## config.mk

```make
export PLATFORM = sky130hd
export DESIGN_NAME = hazard_ctrl
export DESIGN_NICKNAME = d
export VERILOG_FILES = /design/src/rtl/hazard_ctrl.sv
export SDC_FILE = /design/constraint.sdc
export NUM_CORES = 1
export LEC_CHECK = 0
export CAP_MARGIN = 20
export CORE_MARGIN = 1
export CORE_UTILIZATION = 34
export CTS_CLUSTER_SIZE = 30
export DETAILED_ROUTE_END_ITERATION = 8
export GPL_ROUTABILITY_DRIVEN = 0
export PLACE_DENSITY = 0.78
export SYNTH_ARGS = -nofsm -noshare
export SYNTH_HDL_FRONTEND = slang
export SYNTH_SLANG_ARGS = --single-unit
```

## constraint.sdc

```tcl
create_clock -name CLK -period 2.2 [get_ports CLK]
set_input_delay 0.44 -clock CLK [delete_from_list [all_inputs] [get_ports CLK]]
set_output_delay 0.44 -clock CLK [all_outputs]
set_load 0.02 [all_outputs]
```

## src/rtl/hazard_ctrl.sv

```systemverilog
// hazard_ctrl: pipeline hazard controller for a five-stage in-order core.
// Resolves load-use stalls, EX-stage redirect flushes and data-memory wait
// freezes, and latches a sticky halt when a memory access never completes.
// Outputs are combinational from the FSM state and current inputs.
// Optional feature: define HAZ_PERF_CNT_EN to build the stall_cycles and
// flush_count performance counters; otherwise both ports are tied to 0.
module hazard_ctrl (
  input  logic        CLK,
  input  logic        RSTn,
  input  logic [4:0]  id_rs1,
  input  logic [4:0]  id_rs2,
  input  logic        id_use_rs1,
  input  logic        id_use_rs2,
  input  logic [4:0]  ex_rd,
  input  logic        ex_MemRead,
  input  logic        ex_redirect,
  input  logic        mem_MemRead,
  input  logic        mem_MemWrite,
  input  logic        dmem_ready,
  output logic        dmem_req,
  output logic        PC_write,
  output logic        IFID_write,
  output logic        IDEX_write,
  output logic        EXMEM_write,
  output logic        IFID_flush,
  output logic        IDEX_flush,
  output logic        MEMWB_flush,
  output logic        halt,
  output logic [31:0] stall_cycles,
  output logic [31:0] flush_count
);

  typedef enum logic [1:0] {
    RUN      = 2'd0,
    MEM_WAIT = 2'd1,
    ERR      = 2'd2
  } state_t;

  state_t     state;
  logic [7:0] wait_cnt;

  logic mem_acc;
  logic active;
  logic freeze;
  logic load_use;
  logic redirect_apply;
  logic stall_apply;

  // Hazard detection terms; all of them are dead once the FSM reaches ERR.
  always_comb begin
    mem_acc        = mem_MemRead | mem_MemWrite;
    active         = (state == RUN) || (state == MEM_WAIT);
    freeze         = active & mem_acc & ~dmem_ready;
    load_use       = ex_MemRead & (ex_rd != 5'd0) &
                     ((id_use_rs1 & (id_rs1 == ex_rd)) |
                      (id_use_rs2 & (id_rs2 == ex_rd)));
    redirect_apply = active & ~freeze & ex_redirect;
    stall_apply    = freeze | (active & ~ex_redirect & load_use);
  end

  // Stage enables and bubbles, prioritised ERR > freeze > redirect > load-use.
  always_comb begin
    // NOTE: every output gets a default before the priority chain so that no
    // path leaves a signal unassigned and no latch is inferred.
    dmem_req    = 1'b0;
    PC_write    = 1'b1;
    IFID_write  = 1'b1;
    IDEX_write  = 1'b1;
    EXMEM_write = 1'b1;
    IFID_flush  = 1'b0;
    IDEX_flush  = 1'b0;
    MEMWB_flush = 1'b0;
    halt        = 1'b0;

    if (!RSTn) begin
      // Reset is asynchronous at the outputs too: everything idles low.
      PC_write    = 1'b0;
      IFID_write  = 1'b0;
      IDEX_write  = 1'b0;
      EXMEM_write = 1'b0;
    end else if (state == ERR) begin
      halt        = 1'b1;
      PC_write    = 1'b0;
      IFID_write  = 1'b0;
      IDEX_write  = 1'b0;
      EXMEM_write = 1'b0;
    end else begin
      dmem_req = mem_acc;
      if (freeze) begin
        // Hold the whole front of the pipe; MEM/WB gets a bubble so the
        // unfinished access does not retire.
        PC_write    = 1'b0;
        IFID_write  = 1'b0;
        IDEX_write  = 1'b0;
        EXMEM_write = 1'b0;
        MEMWB_flush = 1'b1;
      end else if (ex_redirect) begin
        // Wrong-path instructions in IF/ID and ID/EX are squashed.
        IFID_flush = 1'b1;
        IDEX_flush = 1'b1;
      end else if (load_use) begin
        // Hold PC and IF/ID for one cycle; a bubble enters ID/EX.
        PC_write   = 1'b0;
        IFID_write = 1'b0;
        IDEX_flush = 1'b1;
      end
    end
  end

  // FSM and memory wait-cycle watchdog.
  always_ff @(posedge CLK or negedge RSTn) begin
    // NOTE: sequential state uses non-blocking assignments so every register
    // samples pre-edge values regardless of statement order.
    if (!RSTn) begin
      state    <= RUN;
      wait_cnt <= 8'd0;
    end else begin
      case (state)
        RUN: begin
          wait_cnt <= 8'd0;
          if (freeze) state <= MEM_WAIT;
        end
        MEM_WAIT: begin
          if (!freeze) begin
            // Acknowledge (or request withdrawn): pipeline advances this cycle.
            state    <= RUN;
            wait_cnt <= 8'd0;
          end else if (wait_cnt == 8'hFF) begin
            state <= ERR;
          end else begin
            wait_cnt <= wait_cnt + 8'd1;
          end
        end
        ERR:     state <= ERR;
        default: state <= RUN;
      endcase
    end
  end

`ifdef HAZ_PERF_CNT_EN
  // Performance counters; both wrap naturally at 32 bits.
  always_ff @(posedge CLK or negedge RSTn) begin
    if (!RSTn) begin
      stall_cycles <= 32'd0;
      flush_count  <= 32'd0;
    end else begin
      if (stall_apply)    stall_cycles <= stall_cycles + 32'd1;
      if (redirect_apply) flush_count  <= flush_count + 32'd1;
    end
  end
`else
  // Counters not built: ports stay present and read as zero.
  always_comb begin
    stall_cycles = 32'd0;
    flush_count  = 32'd0;
  end

  logic unused_perf;
  assign unused_perf = stall_apply ^ redirect_apply;
`endif

endmodule

```

# Yosys cells after proc, flatten, opt, wreduce, memory -nomap -nowiden
# Cells that the tools add are included.
# Widths: inputs -> output; s select.
dict set report word_totals {
  wordCells 57
  regBits 10
}
dict set report classes {
  n_eq_ne 8
  muxes 31
  reduce_logical 6
  n_bitwise 9
  add_sub_neg 1
}
# cell n
set op_table {}
lappend op_table {{$mux 1} 24}
lappend op_table {{$mux 8} 2}
lappend op_table {{$pmux 8 s2} 1}
lappend op_table {{$eq 5x5->1} 2}
lappend op_table {{$add 8x1->8 const B} 1}
lappend op_table {{$eq 8x8->1 const B} 1}
lappend op_table {{$and 1x1->1} 6}
lappend op_table {{$mux 2} 3}
lappend op_table {{$pmux 2 s3} 1}
lappend op_table {{$reduce_bool 5->1} 1}
lappend op_table {{$reduce_and 2->1} 2}
lappend op_table {{$ne 3x2->1 const B} 1}
lappend op_table {{$ne 3x3->1 const B} 1}
lappend op_table {{$eq 2x1->1 const B} 1}
lappend op_table {{$eq 2x2->1 const B} 1}
lappend op_table {{$logic_not 2->1} 1}
lappend op_table {{$ne 2x2->1 const B} 1}
lappend op_table {{$or 1x1->1} 2}
lappend op_table {{$reduce_bool 2->1} 1}
lappend op_table {{$logic_or 1x1->1} 1}
lappend op_table {{$not 1->1} 1}

# Logic depth before layout (Yosys ltp)
dict set report depth {
  word_depth 9
  depth_mapped 7
  depth_no_buf 5
}

# Worst setup path after synthesis
# Ideal clock, no wire load.
dict set report synth_timing {
  kind {input port to output port}
  from {input port ex_rd[1]}
  to {output port PC_write}
  cell_stages 4
  required_ps 1760
  n_path_buf 1
  slack_ps 157
  arrival_time_ps 1603
  cell_sequence {or4_1 > o21ai_0 > o31a_1 > buf_4}
}
dict set report synth_between {
  elab_chain_cells 9
  elab_cells_between_ends 13
  classes_between {eq/ne: 2; mux: 5; bitwise: 5; reduce/logical: 1}
}
# item line
set synth_lines {}
lappend synth_lines {{from (decl)} 14} ;# input logic [4:0] ex_rd,
lappend synth_lines {{$eq 5x5->1, on equally long branches} {55, 56}}
lappend synth_lines {{$and 1x1->1, on equally long branches} {55, 56}}
lappend synth_lines {{$or 1x1->1} 55} ;# ((id_use_rs1 & (id_rs1 == ex_rd)) |
lappend synth_lines {{$and 1x1->1 (*)} 54} ;# load_use = ex_MemRead & (ex_rd != 5'd0) &
lappend synth_lines {{$mux 1 (*) (5 in a row)} n/a}
lappend synth_lines {{to (decl)} 21} ;# output logic PC_write,
# Mark *: on every way between the ends. The rest lies on a longest branch, timed or not.

# Worst setup path in the final report
dict set report layout_timing {
  from {input port ex_rd[3]}
  to {output port PC_write}
}
dict set report layout_between {
  elab_chain_cells 9
  elab_cells_between_ends 13
  classes_between {eq/ne: 2; mux: 5; bitwise: 5; reduce/logical: 1}
}
# item line
set layout_lines {}
lappend layout_lines {{$eq 5x5->1, on equally long branches} {55, 56}}
lappend layout_lines {{$and 1x1->1, on equally long branches} {55, 56}}
lappend layout_lines {{$or 1x1->1} 55}
lappend layout_lines {{$and 1x1->1 (*)} 54}
lappend layout_lines {{$mux 1 (*)} 101} ;# end else if (load_use) begin
lappend layout_lines {{$mux 1 (*)} 97} ;# end else if (ex_redirect) begin
lappend layout_lines {{$mux 1 (*)} 89} ;# if (freeze) begin
lappend layout_lines {{$mux 1 (*)} 81} ;# end else if (state == ERR) begin
lappend layout_lines {{$mux 1 (*)} 75} ;# if (!RSTn) begin
# Marks and branches as above.

==> flow_summary.ini <==
[power_and_ir_drop]
power_frac_clock_pct = 23.2
power_frac_seq_pct = 34.6
p_switching_mw = 0.225
p_leak_nw = 0.779
power.internal_mw = 0.320
powerDensity_nw_per_um2 = 373
fin_total_pwr_mw = 0.545
swShare_pct = 41.2
comb_power_share_pct = 42.2
peakVddDrop_mv = 0.165

[synth]
synth_edf_count = 0
synth_ff_type = dfrtp_1
ys_seq_elements = 10
yosysUniqueCellTypes = 41
synthArstFlopShare_pct = 100
yosysSeqAreaShare_pct = 20.1
syn_avg_cell_area_um2 = 8.13
syn_area_um2 = 1240
yosys.area.top_type = buf_4
synth_warnings = 0
synth.top_cell.area_share_pct = 39.8
synth.area.top_cells = buf_4 40%, dfrtp_1 20%, xor2_1 5.6%, nand3_1 2.0%, o21ai_0 2.0%
synthCells = 153

[global_routing]
grt_max_degree = 13
grt_pass1_vias = 792
grt_pass1_wl_mm = 3.42
grt.met2_usage_pct = 18.6
met3_usage_pct = 2.37
antenna_found_initial = 0
track_usage_pct = 10.8
grt_use_met1_pct = 12.9
globalRoute.busiestLayer = met2
overflow = 0

[sta]
maxSlewViolCount = 0
rsz0062_at_grt = no
timing_hold_violations_final = 0
period_minus_slack_ns = 2.15
setup_tns_ns = 0
skew_ns = 0.00583
fin_crit_sh_pct = 97.6
setup_viol_count_final = 0
max_freq_ghz = 0.466

[floorplanning]
ios = 97
die_area_um2 = 3900
die_w_um = 62.5
dieHeight_um = 62.5
initial_utilization_pct = 36.4
design.core.area_um2 = 3420
fp-row-count = 21

[clocking]
clock_path_buffers = 2
clock-sinks = 10
htreeDepth = 1
clk_pin_slew_ns = 0.07
cts_setup_buffers = 0
cts_tree = built
cts_buffers = 3
worstSkewPairLatency_ns = 0.27
clock-root-buffer = clkbuf_4
hold_buffers = 0

[drt]
drc_errors = 0
vias = 966
initialDrtViolationCount = 19
drtAntennaViolNets = 0
drt-wirelength-per-cell_um = 9.42
totalWireLength_mm = 2.27
vias_per_cell = 4.01
first_pass_iters = 4

[run]
max_cap_violations = 0

[placed_design]
placed_cells = 238
postPlaceCellArea_um2 = 1440
io_buffers = 32
hpwl_mm = 1.84

[worst_setup_path]
worst_ep_arrival_time_ns = 1.71
critPathSlowestCell = o31a_1
path_class = in -> out
required_ns = 1.76
start_kind = primary input
crit_path_end_kind = output pin
crit_chain = clkdlybuf4s15_2 -> xor2_1 -> nor4_2 -> a32oi_2 -> o31a_1 -> buf_6
critPathMaxStageDelay_ns = 0.34
path_max_fanout = 3

[hold_path]
hp-class = in -> async

[cells_and_area]
drive_gt1_share_pct = 20.0
layout_commonest_cell = conb_1
final_cell_mix = 64 x conb_1, 11 x buf_4, 10 x dfrtp_1
fin_util_pct = 42.8
area_growth_pct = 17.6
diodes = 0
fillers = 375
post_layout_nonfiller_instances = 241
fin_area_um2 = 1460
final_nets = 222

[run_status]
status = complete, no violations
path summary, 6_finish.rpt:
path                             start           to  slack, ns  cells past startpoint
max in group asynchronous         RSTn  wait_cnt[6]       1.53                      2
setup / recovery              ex_rd[3]     PC_write       0.05                      6
setup reg to reg           wait_cnt[0]  wait_cnt[3]       0.60                      5
hold / removal                    RSTn  wait_cnt[4]       0.51                      2
min in group CLK           wait_cnt[5]  wait_cnt[5]       0.52                      1
hold reg to reg            wait_cnt[5]  wait_cnt[5]       0.52                      1
logic make-up (layout without fill, tap and decap cells):
logic type,after synthesis,after routing,synth area share [%]
other,1,64,0.302
AND/OR/NAND/NOR,37,37,17.0
multiplexers,1,1,0.805
buffers and inverters,73,52,42.1
XOR/XNOR,10,10,7.04
AO/OA/AOI/OAI,20,20,11.7
flip-flops,10,10,20.1
adder cells (fa/ha/maj),1,1,1.01
repair_timing:
| item | CTS | global route |
|---|---|---|
| resized for setup | 51 | 23 |
| setup endpoints to repair | 9 | 4 |
| pin swaps | 7 | 12 |
| endpoints found under the hold margin | 0 | 0 |
power by group through the flow:
stage | sequential (mW) | clock [mW] | combinational (mW)
4_1_cts | 0.188 | 0.132 | 0.221
5_1_grt | 0.189 | 0.139 | 0.247
3_3_place_gp | 0.192 | 0 | 0.231
2_1_floorplan | 0.193 | 0 | 0.233
6_report | 0.189 | 0.126 | 0.230
3_5_place_dp | 0.192 | 0 | 0.232
synth_stat cells, types with 2 or more instances:
cell,n
buf_4,66
dfrtp_1,10
xor2_1,8
inv_1,6
nand2_1,6
nor2_1,6
nand3_1,5
o21ai_0,5
a31oi_1,3
nor4_1,3
and3_1,2
o31ai_1,2
or4_1,2
xnor2_1,2
worst max-delay path: cells and delay by family:
family	cells	cell delay, ns
compound gates	2	0.44
xor+xnor	1	0.15
buf+inv	2	0.35
simple gates	1	0.32
routing by layer:
metal  up-vias  part of all wire [%]
li1        470                     -
met1       439                    39
met2        54                    53
met3         3                   7.3
met4         0                   1.4
met5         -                     0
flip-flops by register name, summed over array words and instances, names as in the netlist:
| name | count |
|---|---|
| wait_cnt | 8 |
| state | 2 |
cell type report:
| class | count | area [um^2] | share of cell area (%) |
|---|---|---|---|
| multi-input cells | 133 | 749 | 51.2 |
| repair buffers | 43 | 360 | 24.6 |
| flip-flops and latches | 10 | 250 | 17.1 |
| well taps | 46 | 57.6 | 3.93 |
| clock buffers | 3 | 22.5 | 1.54 |
| inverters | 6 | 22.5 | 1.54 |
stage by stage:
stage	setup slack [ns]	hold slack, ns
floorplan	0.157	0.144
global placement	-0.680	0.509
detailed placement	-0.685	0.515
CTS	-0.0164	0.523
global route	0.00327	0.532
finish	0.0533	0.514
Note: power is estimated with default switching activity, not from simulation.
